--- src/rtl/xs_fpga_rst_seq.sv ---
// Board-level reset sequencer: PERST# release, DDR calibration wait,
// device/PHY release and button-gated CPU release, with calibration fault.
module xs_fpga_rst_seq #(
    parameter int CNT_W         = 24,
    parameter int PERST_DLY     = 1000000,
    parameter int CALIB_TIMEOUT = 8000000,
    parameter int DEBOUNCE_CYC  = 200000,
    parameter bit AUTO_BOOT     = 1'b0
) (
    input  logic       sys_clk_i,
    input  logic       sys_rstn,
    input  logic       sw_rstn,
    input  logic       cpu_btn,
    input  logic       calib_done,
    output logic       perst_n,
    output logic       dev_rstn,
    output logic       cpu_rstn,
    output logic       fault,
    output logic [2:0] state
);

    typedef enum logic [2:0] {
        S_RST   = 3'd0,
        S_PERST = 3'd1,
        S_CALIB = 3'd2,
        S_DEV   = 3'd3,
        S_WAIT  = 3'd4,
        S_RUN   = 3'd5,
        S_FAULT = 3'd6
    } state_t;

    localparam logic [CNT_W-1:0] PERST_LAST = CNT_W'(PERST_DLY - 1);
    localparam logic [CNT_W-1:0] CAL_LAST   = CNT_W'(CALIB_TIMEOUT - 1);
    localparam logic [CNT_W-1:0] DB_LAST    = CNT_W'(DEBOUNCE_CYC - 1);

    logic [1:0]       sw_sync;
    logic [1:0]       btn_sync;
    logic [1:0]       cal_sync;
    logic             sw_s;
    logic             btn_s;
    logic             cal_s;

    logic             db;
    logic             btn_rflag;
    logic [CNT_W-1:0] dcnt;

    state_t           cur;
    state_t           nxt;
    logic [CNT_W-1:0] cnt;

    logic             perst_d;
    logic             dev_d;
    logic             cpu_d;
    logic             fault_d;

    always_ff @(posedge sys_clk_i or negedge sys_rstn) begin
        if (!sys_rstn) begin
            sw_sync  <= '0;
            btn_sync <= '0;
            cal_sync <= '0;
        end else begin
            sw_sync  <= {sw_sync[0], sw_rstn};
            btn_sync <= {btn_sync[0], cpu_btn};
            cal_sync <= {cal_sync[0], calib_done};
        end
    end

    assign sw_s  = sw_sync[1];
    assign btn_s = btn_sync[1];
    assign cal_s = cal_sync[1];

    // btn_rflag is raised on the same edge db goes high, so it is a clean 1-cycle pulse
    always_ff @(posedge sys_clk_i or negedge sys_rstn) begin
        if (!sys_rstn) begin
            db        <= 1'b0;
            dcnt      <= '0;
            btn_rflag <= 1'b0;
        end else begin
            btn_rflag <= 1'b0;
            if (btn_s == db) begin
                dcnt <= '0;
            end else if (dcnt == DB_LAST) begin
                db        <= btn_s;
                dcnt      <= '0;
                btn_rflag <= btn_s;
            end else begin
                dcnt <= dcnt + 1'b1;
            end
        end
    end

    always_comb begin
        nxt = cur;
        case (cur)
            S_RST:   if (sw_s) nxt = S_PERST;
            S_PERST: if (cnt == PERST_LAST) nxt = S_CALIB;
            S_CALIB: begin
                if (cal_s)
                    nxt = S_DEV;
                else if (cnt == CAL_LAST)
                    nxt = S_FAULT;
            end
            S_DEV:   nxt = AUTO_BOOT ? S_RUN : S_WAIT;
            S_WAIT:  if (btn_rflag) nxt = S_RUN;
            S_RUN:   if (!cal_s) nxt = S_FAULT;
            S_FAULT: nxt = S_FAULT;
            default: nxt = S_RST;
        endcase
        if (!sw_s)
            nxt = S_RST;
    end

    // Outputs decoded from the next state so they move on the same edge as state
    always_comb begin
        perst_d = 1'b0;
        dev_d   = 1'b0;
        cpu_d   = 1'b0;
        fault_d = 1'b0;
        case (nxt)
            S_CALIB: perst_d = 1'b1;
            S_DEV, S_WAIT: begin
                perst_d = 1'b1;
                dev_d   = 1'b1;
            end
            S_RUN: begin
                perst_d = 1'b1;
                dev_d   = 1'b1;
                cpu_d   = 1'b1;
            end
            S_FAULT: begin
                perst_d = perst_n;
                fault_d = 1'b1;
            end
            default: ;
        endcase
    end

    always_ff @(posedge sys_clk_i or negedge sys_rstn) begin
        if (!sys_rstn) begin
            cur      <= S_RST;
            cnt      <= '0;
            perst_n  <= 1'b0;
            dev_rstn <= 1'b0;
            cpu_rstn <= 1'b0;
            fault    <= 1'b0;
        end else begin
            cur      <= nxt;
            perst_n  <= perst_d;
            dev_rstn <= dev_d;
            cpu_rstn <= cpu_d;
            fault    <= fault_d;
            if (nxt != cur)
                cnt <= '0;
            else if (cnt != {CNT_W{1'b1}})
                cnt <= cnt + 1'b1;
        end
    end

    assign state = cur;

endmodule
--- config.mk ---
export PLATFORM = sky130hd
export DESIGN_NAME = xs_fpga_rst_seq
export DESIGN_NICKNAME = d
export VERILOG_FILES = /design/src/rtl/xs_fpga_rst_seq.sv
export SDC_FILE = /design/constraint.sdc
export NUM_CORES = 1
export LEC_CHECK = 0
export CAP_MARGIN = 20
export CORE_MARGIN = 2
export CORE_UTILIZATION = 45
export CTS_CLUSTER_SIZE = 30
export DETAILED_ROUTE_END_ITERATION = 12
export GPL_TIMING_DRIVEN = 0
export PLACE_DENSITY = 0.65
export SKIP_CTS_REPAIR_TIMING = 1
export SYNTH_ARGS = -nofsm -noshare
export SYNTH_HDL_FRONTEND = slang
export SYNTH_SLANG_ARGS = --single-unit
--- constraint.sdc ---
create_clock -name sys_clk_i -period 3.7 [get_ports sys_clk_i]
set_input_delay 0.74 -clock sys_clk_i [delete_from_list [all_inputs] [get_ports sys_clk_i]]
set_output_delay 0.74 -clock sys_clk_i [all_outputs]
set_load 0.01 [all_outputs]
======== After elaboration in Yosys (flattened, before gate mapping) ========
Index checks and enable logic that the tools add are counted.
word-level totals
  word-level logic and storage cells ...... 54
  bits of input ports ..................... 5
  output and inout port bits .............. 7
  register bits after elaboration ......... 63
operators by class
  $add $sub $neg .......................... 2
  bitwise logic cells ..................... 1
  reduce and logical (&&, ||, !) cells .... 5
  mux-type cells .......................... 17
  equality and inequality tests ........... 17
operators with widths
  kind                                              number
  two-way mux 24 bit                                4
  adder 24 x 1 -> 24 bit (second input constant)    2
  == test 24 x 18 -> 1 bit (second input constant)  1
  == test 24 x 20 -> 1 bit (second input constant)  1
  == test 24 x 23 -> 1 bit (second input constant)  1
  inequality test 24 bit (second input constant)    1
  one-hot mux 3 bit (7 select lines)                1
  == test 3 bit (second input constant)             6
  two-way mux 3 bit                                 6
  == test 3 x 2 -> 1 bit (second input constant)    4
  two-way mux 1 bit                                 5
  OR reduction 4 bit                                1
  == test 3 x 1 -> 1 bit (second input constant)    1
  logical NOT 3 bit                                 1
  inequality test 3 bit                             1
  OR reduction 3 bit                                1
  one-hot mux 1 bit (2 select lines)                1
  AND reduction 2 bit                               1
  nonzero test 2 bit                                1
  == test 1 bit                                     1
  inverter 1 bit                                    1

======== Logic depth before layout (Yosys ltp) ========
  word-level depth ........................ 8
  depth in mapped cells ................... 8
  mapped depth without buffers ............ 7

======== Worst setup path before layout ========
No wires, ideal clock.
  kind .................................... register to register
  start point ............................. register cnt[0]
  end point ............................... register dev_rstn
  period minus slack after synthesis ...... 1895 ps
  stages on the path, launching flop included .. 8
  setup slack ............................. 1805 ps
  path buffers ............................ 0
  arrival time ............................ 1818 ps
  required time ........................... 3624 ps
  library setup time ...................... 76 ps
  cells stage by stage .................... dfrtp_1 ha_1 and3_1 nand4b_1 o21ai_0 o21a_1 or4b_1 o21ai_1
on the way
  word-level cells in the longest chain between the ends .. 8
  elaborated cells on any way between the ends .. 12
  those cells by class .................... eq/ne (5); mux (6); reduce/logical (1)
RTL lines
  what                                                            line  source
  from (decl)                                                     49    logic [CNT_W-1:0] cnt;
  from (signal assigned)                                          155   cnt <= cnt + 1'b1;
  == test 24 x 23 -> 1 bit                                        100   else if (cnt == CAL_LAST)
  two-way mux 3 bit                                               100
  two-way mux 3 bit                                               98    if (cal_s)
  one-hot mux 3 bit (7 select lines) *                            94    case (cur)
  two-way mux 3 bit *                                             109   if (!sw_s)
  == test 3 bit / == test 3 x 2 -> 1 bit (equally long branches)  119   case (nxt)
  OR reduction 3 bit (no source line) *                           -
  two-way mux 1 bit *                                             119
  net dev_d                                                       52    logic dev_d;
  to (signal assigned)                                            149   dev_rstn <= dev_d;
  to (decl)                                                       16    output logic dev_rstn,
Mark *: on every way through the listed nets, which the timed path passes. The rest lies on a longest branch.
A chain may end at the register's enable or synchronous reset.

======== Final worst setup path ========
  start point ............................. register cnt[14]
  end point ............................... register cnt[23]
on the way
  word-level cells in the longest chain between the ends .. 7
  elaborated cells on any way between the ends .. 13
  those cells by class .................... add/sub (1); eq/ne (4); mux (7); reduce/logical (1)
RTL lines
  what                                                             line  source
  == test 24 x 23 -> 1 bit                                         100
  two-way mux 3 bit                                                100
  two-way mux 3 bit                                                98
  one-hot mux 3 bit (7 select lines)                               94
  two-way mux 3 bit                                                109
  inequality test 3 bit                                            152   if (nxt != cur)
  two-way mux 24 bit / nonzero test 2 bit (equally long branches)  -
Several ways; a longest one is shown, not always the timed one. The select of a mux whose other input is x is not followed.

==> results.md <==
* Status: finished clean
* First-pass GRT wire length at 10600 um
* Clock skew at 0.0134 ns
* PortBufs at 11
* Min Clock Period, post-route at 2.14 ns
* Post-synth top flop: dfrtp_1
* Vias at 2366
* Syn nets at 331
* Max-slew violation count at 0
* Initial cell density of the core at 46.8%
* Cell count after synthesis at 324
* H-Tree Depth at 3
* Sequential area share after synthesis at 49.0%
* Cell variety after synth at 46
* Wire length per cell at 13.7 um
* Hold EP: cal_sync[1]
* Highest routed layer: met4
* Post-synthesis register bit count at 63
* Pin count of the biggest net entering global routing at 64
* Power density over the cells at 413 nW/um^2
* Slew Limit Headroom at 48.6%
* Routed Antenna Nets at 0
* Hold Crit Depth at 0
* TritonCTS Buffers at 9
* WL met2 at 2650 um
* Clk_lat worst skew at 0.34 ns
* Commonest cells after routing, fill and taps aside: dfrtp_1 (63), nor2_1 (39), xor2_1 (28)
* DIE AREA at 7830 sq um
* CTS Root Cell: clkbuf_8
* Netlist Area Pre-Place at 3210 sq um
* Final hold viol count at 0
* Number of diodes at 0
* CTS Buffer Depth at 2
* Worst EP arrival at 2.36 ns
* GRT Overall Usage at 17.6%
* Row count at 30
* Fmax at 468 MHz
* Commonest non-fill, non-tap cell in the layout: dfrtp_1
* Global route overflow at 0
* Fin util at 53.7%
* Syn_area_per_cell at 9.92 sq um
* Tcrit/Tclk final at 57.8%
* R2R Path Start: cnt[14]
* Io pins at 12
* Worst EP required at 3.92 ns
* M1 WL at 3170 um
* Ys async rst share at 100%
* Initial DRC Count at 107
* Worst hold margin at 0.353 ns
* Post-route cell area at 3690 sq um
* Placed wire-length estimate at 4230 um
* Share of cells above drive strength 1 at 15.1%
* LEAKAGE at 1.57 nW
* Post-synth EDFFs at 0
* R2R Setup Slk at 1.56 ns
* Final setup fails at 0
* Crit Path Class: reg2reg
* Synth warn at 0
* Startpoint types: register
* Initial antenna violation count at 0
* CTS tree: built
* CORE AREA at 6870 sq um
* Min-delay src: cal_sync[0]
* Die height at 88.5 um
* Width of the die at 88.5 um
* Least-Margin Pin Slew at 0.772 ns
* RR Endpoint: cnt[23]
* Crit-path max FO at 10
* Total placed instance area at 3440 sq um
* Number of max-cap violations at 0
* Area Growth Syn to Fin at 14.7%
* Via density at 5.29
* Final net count at 353
* CTS sink count at 63
* Met3 wire len at 172 um
* Worst reg2reg path depth at 7
* Vias in the first global route at 2210
* Remaining DRCs at 0
* DR pass1 iterations at 4
* Worst VDD drop at 255 uV
* CP Capture Type: register
* Routed WL at 6110 um
* Unrepaired setup endpoints after global routing: no
* GP Congestion at 0.842
* Worst-path clk slew at 0.08 ns
* Min-delay worst type: reg2reg
## synth_stat cells, drive strengths merged (3+ instances only)
master  count  share of area, %
and3       13               2.5
and4        7               1.9
buf         9               2.1
dfrtp      63                49
inv         5              0.58
nand2      26               3.0
nand2b      3              0.58
nand3      23               3.7
nand4      15               2.9
nor2       59               8.4
nor3        6               1.1
nor3b       3              0.70
nor4       12               2.5
o21a        3              0.70
o21ai       8               1.4
xnor2      16               4.4
xor2       28               7.6
## critical path: stages (launching register included)
cell and delay (ns):
dfrtp_1 0.49, nor4b_1 0.46, nand3_1 0.16, o21ai_0 0.19, nand4_1 0.12, o21ai_2 0.31, buf_6 0.23, nor2_2 0.05
## worst max path at each step
stage                     startpoint       end  cells after the start
after floorplan               cnt[0]  dev_rstn                      7
after global placement      sys_rstn  dcnt[16]                      1
after detailed placement     cnt[12]   cnt[18]                      7
after CTS                    cnt[14]   cnt[23]                      7
after global routing         cnt[14]   cnt[21]                      7
final                        cnt[14]   cnt[23]                      7
## metrics by stage
step / power [W] / setup WS [ns] / cells / TNS, ns
6_report: 0.00152 / 1.56 / 447 / 0
5_1_grt: 0.00158 / 1.29 / 447 / 0
4_1_cts: 0.00154 / 1.58 / 447 / 0
3_5_place_dp: 0.000808 / 1.61 / 431 / 0
3_3_place_gp: 0.000807 / -0.203 / 431 / -12.47
2_1_floorplan: 0.000775 / 1.81 / 324 / 0
## kinds of logic after synthesis
group,count (synthesis),synth area share (%)
AO/OA/AOI/OAI,19,4.24
XOR/XNOR,44,12.0
adder cells (fa/ha/maj),2,0.778
buffers and inverters,15,2.80
flip-flops,63,49.0
multiplexers,1,0.350
AND/OR/NAND/NOR,180,30.8
## sequential cells by signal (all words and copies together), names as in the netlist
| register | flops |
|---|---|
| cnt | 24 |
| dcnt | 24 |
| state | 3 |
| btn_sync | 2 |
| cal_sync | 2 |
| sw_sync | 2 |
| btn_rflag | 1 |
| cpu_rstn | 1 |
| db | 1 |
| dev_rstn | 1 |
| fault | 1 |
| perst_n | 1 |
## area by class of cell
cell class	count	area, sq um
Fill cell	599	3180
Sequential cell	63	1580
Multi-Input combinational cell	246	1550
Clock buffer	9	124
Clock inverter	7	121
Tap cell	96	120
Timing Repair Buffer	11	108
Buffer	10	71.3
Inverter	5	18.8
## routing by layer
| layer | vias up | global-route usage (%) |
|---|---|---|
| met1 | 1131 | 25.8 |
| met3 | 9 | 3.08 |
| met4 | 0 | 7.44 |
| met5 | - | 0 |
| li1 | 1182 | - |
| met2 | 44 | 25.6 |
## where the power goes
part	internal, W	switching, W
clock network	0.000450	0.000281
logic	0.0000268	0.0000482
registers	0.000702	0.0000157
total	0.00118	0.000345
Power figures use the tool's default switching activity.
